**src/rtl/mem_wb_stage_if.sv**
```systemverilog
// rtl/mem_wb_stage_if.sv - MEM->WB stage handshake and payload bundle
//
// Groups the M-side inputs (ValidM, payload, ReadyM back-pressure) and the
// W-side outputs (ValidW, head-entry payload, ReadyW, RetireCount).
//   slave  : the stage itself (consumes M-side, produces W-side)
//   master : the surrounding pipeline / testbench
interface mem_wb_stage_if #(
    parameter int DATA_WIDTH       = 32,
    parameter int REG_ADDR_WIDTH   = 5,
    parameter int RESULT_SRC_WIDTH = 2,
    parameter int RETIRE_WIDTH     = 32
);
    logic                        ValidM;
    logic                        ReadyM;
    logic                        RegWriteM;
    logic [RESULT_SRC_WIDTH-1:0] ResultSrcM;
    logic [DATA_WIDTH-1:0]       ALUResultM;
    logic [DATA_WIDTH-1:0]       ReadData;
    logic [REG_ADDR_WIDTH-1:0]   RdM;
    logic [DATA_WIDTH-1:0]       PCPlus4M;

    logic                        ValidW;
    logic                        ReadyW;
    logic                        RegWriteW;
    logic [RESULT_SRC_WIDTH-1:0] ResultSrcW;
    logic [DATA_WIDTH-1:0]       ALUResultW;
    logic [DATA_WIDTH-1:0]       ReadDataW;
    logic [REG_ADDR_WIDTH-1:0]   RdW;
    logic [DATA_WIDTH-1:0]       PCPlus4W;
    logic [RETIRE_WIDTH-1:0]     RetireCount;

    modport slave (
        input  ValidM, RegWriteM, ResultSrcM, ALUResultM, ReadData, RdM, PCPlus4M, ReadyW,
        output ReadyM, ValidW, RegWriteW, ResultSrcW, ALUResultW, ReadDataW, RdW, PCPlus4W,
               RetireCount
    );

    modport master (
        output ValidM, RegWriteM, ResultSrcM, ALUResultM, ReadData, RdM, PCPlus4M, ReadyW,
        input  ReadyM, ValidW, RegWriteW, ResultSrcW, ALUResultW, ReadDataW, RdW, PCPlus4W,
               RetireCount
    );
endinterface

```
**src/rtl/mem_wb_stage.sv**
```systemverilog
// rtl/mem_wb_stage.sv - elastic MEM->WB pipeline register with skid buffer
//
// Ports:
//   clk   : clock, all state changes on posedge
//   rst   : asynchronous active-low reset
//   flush : synchronous kill of both held entries (payload kept)
//   bus   : mem_wb_stage_if.slave - M-side inputs, W-side outputs, RetireCount
//
// Two entries: "main" drives the W outputs, "skid" catches one extra
// instruction while main is stalled. ReadyM is simply the inverse of the skid
// valid flop, so it never depends combinationally on ReadyW.
module mem_wb_stage #(
    parameter int DATA_WIDTH       = 32,
    parameter int REG_ADDR_WIDTH   = 5,
    parameter int RESULT_SRC_WIDTH = 2,
    parameter int RETIRE_WIDTH     = 32
) (
    input  logic          clk,
    input  logic          rst,
    input  logic          flush,
    mem_wb_stage_if.slave bus
);
    localparam int PW = 1 + RESULT_SRC_WIDTH + 3 * DATA_WIDTH + REG_ADDR_WIDTH;

    logic [PW-1:0]           in_payload;
    logic [PW-1:0]           main_q, main_d;
    logic [PW-1:0]           skid_q, skid_d;
    logic                    main_valid_q, main_valid_d;
    logic                    skid_valid_q, skid_valid_d;
    logic [RETIRE_WIDTH-1:0] retire_q;
    logic                    main_regwrite;
    logic                    accept;
    logic                    consume;

    assign in_payload = {bus.RegWriteM, bus.ResultSrcM, bus.ALUResultM,
                         bus.ReadData, bus.RdM, bus.PCPlus4M};

    assign bus.ReadyM = ~skid_valid_q;
    assign accept     = bus.ValidM & ~skid_valid_q;
    assign consume    = main_valid_q & bus.ReadyW;

    always_comb begin
        main_d       = main_q;
        skid_d       = skid_q;
        main_valid_d = main_valid_q;
        skid_valid_d = skid_valid_q;
        if (flush) begin
            // Payload is left untouched; only the valid bits are killed.
            main_valid_d = 1'b0;
            skid_valid_d = 1'b0;
        end else if (consume && skid_valid_q) begin
            // ReadyM is low here, so no accept can coincide with this case.
            main_d       = skid_q;
            skid_valid_d = 1'b0;
        end else if (consume) begin
            if (accept) begin
                main_d = in_payload;
            end else begin
                main_valid_d = 1'b0;
            end
        end else if (accept) begin
            if (main_valid_q) begin
                skid_d       = in_payload;
                skid_valid_d = 1'b1;
            end else begin
                main_d       = in_payload;
                main_valid_d = 1'b1;
            end
        end
    end

    always_ff @(posedge clk or negedge rst) begin
        if (!rst) begin
            main_q       <= '0;
            skid_q       <= '0;
            main_valid_q <= 1'b0;
            skid_valid_q <= 1'b0;
        end else begin
            main_q       <= main_d;
            skid_q       <= skid_d;
            main_valid_q <= main_valid_d;
            skid_valid_q <= skid_valid_d;
        end
    end

    // A consume in a flush cycle still retires the head instruction.
    always_ff @(posedge clk or negedge rst) begin
        if (!rst) begin
            retire_q <= '0;
        end else if (consume) begin
            retire_q <= retire_q + RETIRE_WIDTH'(1);
        end
    end

    assign {main_regwrite, bus.ResultSrcW, bus.ALUResultW,
            bus.ReadDataW, bus.RdW, bus.PCPlus4W} = main_q;

    assign bus.ValidW      = main_valid_q;
    assign bus.RegWriteW   = main_regwrite & main_valid_q;
    assign bus.RetireCount = retire_q;
endmodule

```
**src/flat_wrapper.sv**
```systemverilog
// flat-port wrapper written by rule: the top's interface ports become plain ports
module mem_wb_stage_flat 
#(
    parameter int DATA_WIDTH       = 32,
    parameter int REG_ADDR_WIDTH   = 5,
    parameter int RESULT_SRC_WIDTH = 2,
    parameter int RETIRE_WIDTH     = 32
)
  (clk, rst, flush, bus_ValidM, bus_RegWriteM, bus_ResultSrcM, bus_ALUResultM, bus_ReadData, bus_RdM, bus_PCPlus4M, bus_ReadyW, bus_ReadyM, bus_ValidW, bus_RegWriteW, bus_ResultSrcW, bus_ALUResultW, bus_ReadDataW, bus_RdW, bus_PCPlus4W, bus_RetireCount);
  mem_wb_stage_if #(.DATA_WIDTH(DATA_WIDTH), .REG_ADDR_WIDTH(REG_ADDR_WIDTH), .RESULT_SRC_WIDTH(RESULT_SRC_WIDTH), .RETIRE_WIDTH(RETIRE_WIDTH)) bus_i ();
  input  logic clk;
  input  logic rst;
  input  logic flush;
  input wire logic [$bits(bus_i.ValidM)-1:0] bus_ValidM;
  input wire logic [$bits(bus_i.RegWriteM)-1:0] bus_RegWriteM;
  input wire logic [$bits(bus_i.ResultSrcM)-1:0] bus_ResultSrcM;
  input wire logic [$bits(bus_i.ALUResultM)-1:0] bus_ALUResultM;
  input wire logic [$bits(bus_i.ReadData)-1:0] bus_ReadData;
  input wire logic [$bits(bus_i.RdM)-1:0] bus_RdM;
  input wire logic [$bits(bus_i.PCPlus4M)-1:0] bus_PCPlus4M;
  input wire logic [$bits(bus_i.ReadyW)-1:0] bus_ReadyW;
  output wire logic [$bits(bus_i.ReadyM)-1:0] bus_ReadyM;
  output wire logic [$bits(bus_i.ValidW)-1:0] bus_ValidW;
  output wire logic [$bits(bus_i.RegWriteW)-1:0] bus_RegWriteW;
  output wire logic [$bits(bus_i.ResultSrcW)-1:0] bus_ResultSrcW;
  output wire logic [$bits(bus_i.ALUResultW)-1:0] bus_ALUResultW;
  output wire logic [$bits(bus_i.ReadDataW)-1:0] bus_ReadDataW;
  output wire logic [$bits(bus_i.RdW)-1:0] bus_RdW;
  output wire logic [$bits(bus_i.PCPlus4W)-1:0] bus_PCPlus4W;
  output wire logic [$bits(bus_i.RetireCount)-1:0] bus_RetireCount;
  assign bus_i.ValidM = bus_ValidM;
  assign bus_i.RegWriteM = bus_RegWriteM;
  assign bus_i.ResultSrcM = bus_ResultSrcM;
  assign bus_i.ALUResultM = bus_ALUResultM;
  assign bus_i.ReadData = bus_ReadData;
  assign bus_i.RdM = bus_RdM;
  assign bus_i.PCPlus4M = bus_PCPlus4M;
  assign bus_i.ReadyW = bus_ReadyW;
  assign bus_ReadyM = bus_i.ReadyM;
  assign bus_ValidW = bus_i.ValidW;
  assign bus_RegWriteW = bus_i.RegWriteW;
  assign bus_ResultSrcW = bus_i.ResultSrcW;
  assign bus_ALUResultW = bus_i.ALUResultW;
  assign bus_ReadDataW = bus_i.ReadDataW;
  assign bus_RdW = bus_i.RdW;
  assign bus_PCPlus4W = bus_i.PCPlus4W;
  assign bus_RetireCount = bus_i.RetireCount;
  mem_wb_stage #(.DATA_WIDTH(DATA_WIDTH), .REG_ADDR_WIDTH(REG_ADDR_WIDTH), .RESULT_SRC_WIDTH(RESULT_SRC_WIDTH), .RETIRE_WIDTH(RETIRE_WIDTH)) u_core (.clk(clk), .rst(rst), .flush(flush), .bus(bus_i));
endmodule
```
**config.mk**
```make
export PLATFORM = sky130hd
export DESIGN_NAME = mem_wb_stage_flat
export DESIGN_NICKNAME = d
export VERILOG_FILES = /design/src/rtl/mem_wb_stage_if.sv /design/src/rtl/mem_wb_stage.sv /design/src/flat_wrapper.sv
export SDC_FILE = /design/constraint.sdc
export NUM_CORES = 1
export LEC_CHECK = 0
export BUFFER_PORTS_ARGS = -buffer_cell sky130_fd_sc_hd__buf_4
export CAP_MARGIN = 20
export CORE_MARGIN = 2
export CORE_UTILIZATION = 30
export DETAILED_ROUTE_END_ITERATION = 6
export PLACE_DENSITY_LB_ADDON = 0.08
export SKIP_LAST_GASP = 1
export SLEW_MARGIN = 10
export SYNTH_ARGS = -nofsm -noshare
export SYNTH_HDL_FRONTEND = slang
export SYNTH_SLANG_ARGS = --single-unit
```
**constraint.sdc**
```tcl
create_clock -name clk -period 4.45 [get_ports clk]
set_clock_uncertainty 0.05 [all_clocks]
set_input_delay 0.89 -clock clk [delete_from_list [all_inputs] [get_ports clk]]
set_output_delay 0.89 -clock clk [all_outputs]
set_load 0.005 [all_outputs]
```
==> results.json <==
{
  "synth-compound-area-share": 0.0503,
  "rsz0062_at_grt": "false",
  "overflow": 0,
  "synth_edf_count": 0,
  "irDropWorstVdd_v": 0.000289,
  "max_freq_mhz": 396,
  "clkTransAtPathRegs_ns": 0.06,
  "vias_per_cell": 4.50,
  "r2r_start": "u_core.bus.ValidW",
  "routed_wl_mm": 26.2,
  "cap_violations": 0,
  "crit_path_end_kind": "primary output",
  "synth-seq-area-share": 0.545,
  "fin_hold_ws_ns": 0.371,
  "synthCells": 925,
  "synthAdderAreaFrac": 0.00113,
  "status": "completed",
  "async_flop_share": 1.00,
  "pwr_density_cell_nw_per_um2": 469,
  "htreeDepth": 1,
  "p_leak_nw": 6.84,
  "dr.first_iter.drc_count": 267,
  "cts_tree": "built",
  "synth-main-ff-cell": "dfrtp_1",
  "worstHoldPathType": "primary input to async pin",
  "mappedNetlistArea_sq_um": 11100,
  "hold_viol": 0,
  "cts-buffers-inserted": 30,
  "synth_top_cell_by_area": "dfrtp_1",
  "avgRoutedWirePerCell_microns": 16.9,
  "synth_most_common_cell": "dfrtp_1",
  "grt_pass1_wl_mm": 41.6,
  "synthTopCellsByArea": "dfrtp_1 (55%), mux2_2 (11%), mux2i_1 (9.4%)",
  "ios": 247,
  "vias": 6958,
  "grt_max_degree": 109,
  "port_buffers": 246,
  "place_hpwl_mm": 17.0,
  "reg2reg_depth": 4,
  "start_util": 0.304,
  "postCtsSetupBuffers": 0,
  "antenna_found_initial": 2,
  "ctsResizeCount": 0,
  "synth_mux_area_frac": 0.200,
  "yosysWarnings": 0,
  "worst_r2r_endpoint": "u_core.main_q[5]",
  "slew_headroom": 0.405,
  "clock_path_buffers": 3,
  "r2r_setup_slack_ns": 2.10,
  "grt_usage": 0.135,
  "fin_tns_setup_ns": 0,
  "fp.dieArea_sq_um": 38600,
  "drive_gt1_frac": 0.383,
  "cts.sink_count": 242,
  "post_synth_xor_area_fraction": 0.0245,
  "area_growth_pct": 22.1,
  "yosys.area_share.simple": 0.0770,
  "critical_path.max_fanout": 14,
  "synth_top_area_share": 0.545,
  "finalSetupViolCount": 0,
  "multi_input_area_sq_um": 3950,
  "synth_top_family_by_area": "multiplexers",
  "clock_latency_ns": 0.55,
  "pre_cts_slack_ns": 1.68,
  "cts_root_buf": "clkbuf_16",
  "postRouteAntennaNets": 0,
  "nFillCells": 3674,
  "worst_pin_slew_ns": 0.892,
  "finalMaxSlewViolations": 0,
  "core_region_area_sq_um": 36500,
  "cts-hold-fix-buffers": 0,
  "synth_commonest_cells": "dfrtp_1 (242), buf_4 (112), nor2_1 (110), a21oi_1 (106), mux2_2 (105)",
  "num_rows": 70,
  "ys_seq_elements": 242,
  "layout_min_cycle_time_ns": 2.53,
  "critPathRequiredTime_ns": 3.51,
  "seq_area_sq_um": 6060,
  "power_w": 0.00636,
  "dr.pass1.iters": 4,
  "yosysUniqueCellTypes": 30,
  "crit_arrival_ns": 1.59,
  "gp_congestion": 0.710,
  "synth_nets": 1035,
  "grt_pass1_vias": 7053,
  "die_x_microns": 196,
  "worstSetupPathType": "flip-flop to primary output",
  "fin_nets": 1170,
  "drc_errors": 0,
  "cp-start-kind": "flip-flop",
  "fin_crit_sh": 0.568,
  "syn_avg_cell_area_sq_um": 12.0,
  "die_h_microns": 196,
  "setup_slack_ns": 1.92
}
[critical path, cell delays in order, from the launching register on]
cell and delay, ns:
dfrtp_1 0.71, and2_1 0.21, buf_4 0.12
[logic make-up (layout without fill, tap and decap cells)]
group / after synthesis / count (layout)
DFF: 242 / 242
muxes: 209 / 209
and+or+nand+nor: 173 / 173
buffers and inverters: 160 / 312
AOI/OAI and AO/OA: 109 / 109
xor gates and xnor gates: 31 / 31
adders and majority gates: 1 / 1
other: 0 / 1
[how the worst max path moves through the flow]
stage,from,end,slack [ns]
after detailed placement,bus_ReadyW,u_core.skid_q[45],1.68
after CTS,u_core.bus.ValidW,bus_RegWriteW,1.85
final,u_core.bus.ValidW,bus_RegWriteW,1.92
after global routing,u_core.bus.ValidW,bus_RegWriteW,1.81
after global placement,bus_ReadyW,u_core.skid_q[97],1.68
after floorplan,bus_ReadyW,u_core.skid_q[0],2.34
[through the flow]
| step | cells | utilization | area (sq um) |
|---|---|---|---|
| 2_1_floorplan | 925 | - | 11100 |
| 3_3_place_gp | 1496 | 0.345 | 12600 |
| 3_5_place_dp | 1496 | 0.345 | 12600 |
| 4_1_cts | 1545 | 0.371 | 13600 |
| 5_1_grt | 1545 | 0.371 | 13600 |
| 6_report | 1546 | 0.371 | 13600 |
[per-layer routing]
| metal | wire (microns) | up-vias | GRT usage |
|---|---|---|---|
| met5 | 27 | - | 0 |
| met4 | 693 | 4 | 0.0365 |
| met3 | 1790 | 43 | 0.0435 |
| met2 | 11500 | 165 | 0.206 |
| met1 | 12200 | 3376 | 0.185 |
| li1 | - | 3370 | - |
[sequential cells by signal (all words and copies together), names as in the netlist]
register / cells
u_core.bus.RetireCount: 32
u_core.skid_valid_q: 1
u_core.bus.ValidW: 1
u_core.main_q: 104
u_core.skid_q: 104
[layout by cell type, fill, tap and decap left out, types with 2 or more instances in the layout]
| cell type | n |
|---|---|
| dfrtp_1 | 242 |
| clkbuf_8 | 7 |
| mux2i_1 | 104 |
| and4_1 | 5 |
| nor3_1 | 9 |
| clkbuf_1 | 10 |
| nor4_1 | 4 |
| buf_12 | 5 |
| nand2_1 | 12 |
| nand4_1 | 7 |
| nor4_2 | 4 |
| nor2_1 | 110 |
| nand4_4 | 3 |
| nand3_4 | 2 |
| a21oi_1 | 106 |
| xnor2_1 | 13 |
| mux2_2 | 105 |
| and3_1 | 3 |
| clkbuf_16 | 31 |
| buf_4 | 250 |
| xor2_1 | 18 |
| nand3_1 | 8 |
| and2_1 | 2 |
| inv_1 | 7 |
[report_power, final]
group / internal, W / switching (W)
clock: 0.00143 / 0.000911
combinational: 0.000651 / 0.000433
sequential: 0.00267 / 0.000263
total: 0.00475 / 0.00161
[final cells by class]
cell class              count  share of cell area
repair buffers            256               0.147
clock inverters             1             0.00222
well taps                 468              0.0432
flip-flops and latches    242               0.447
inverters                   7             0.00194
multi-input cells         523               0.292
clock buffers              48              0.0671
diodes                      1            0.000185
Note: power is estimated with default switching activity, not from simulation.
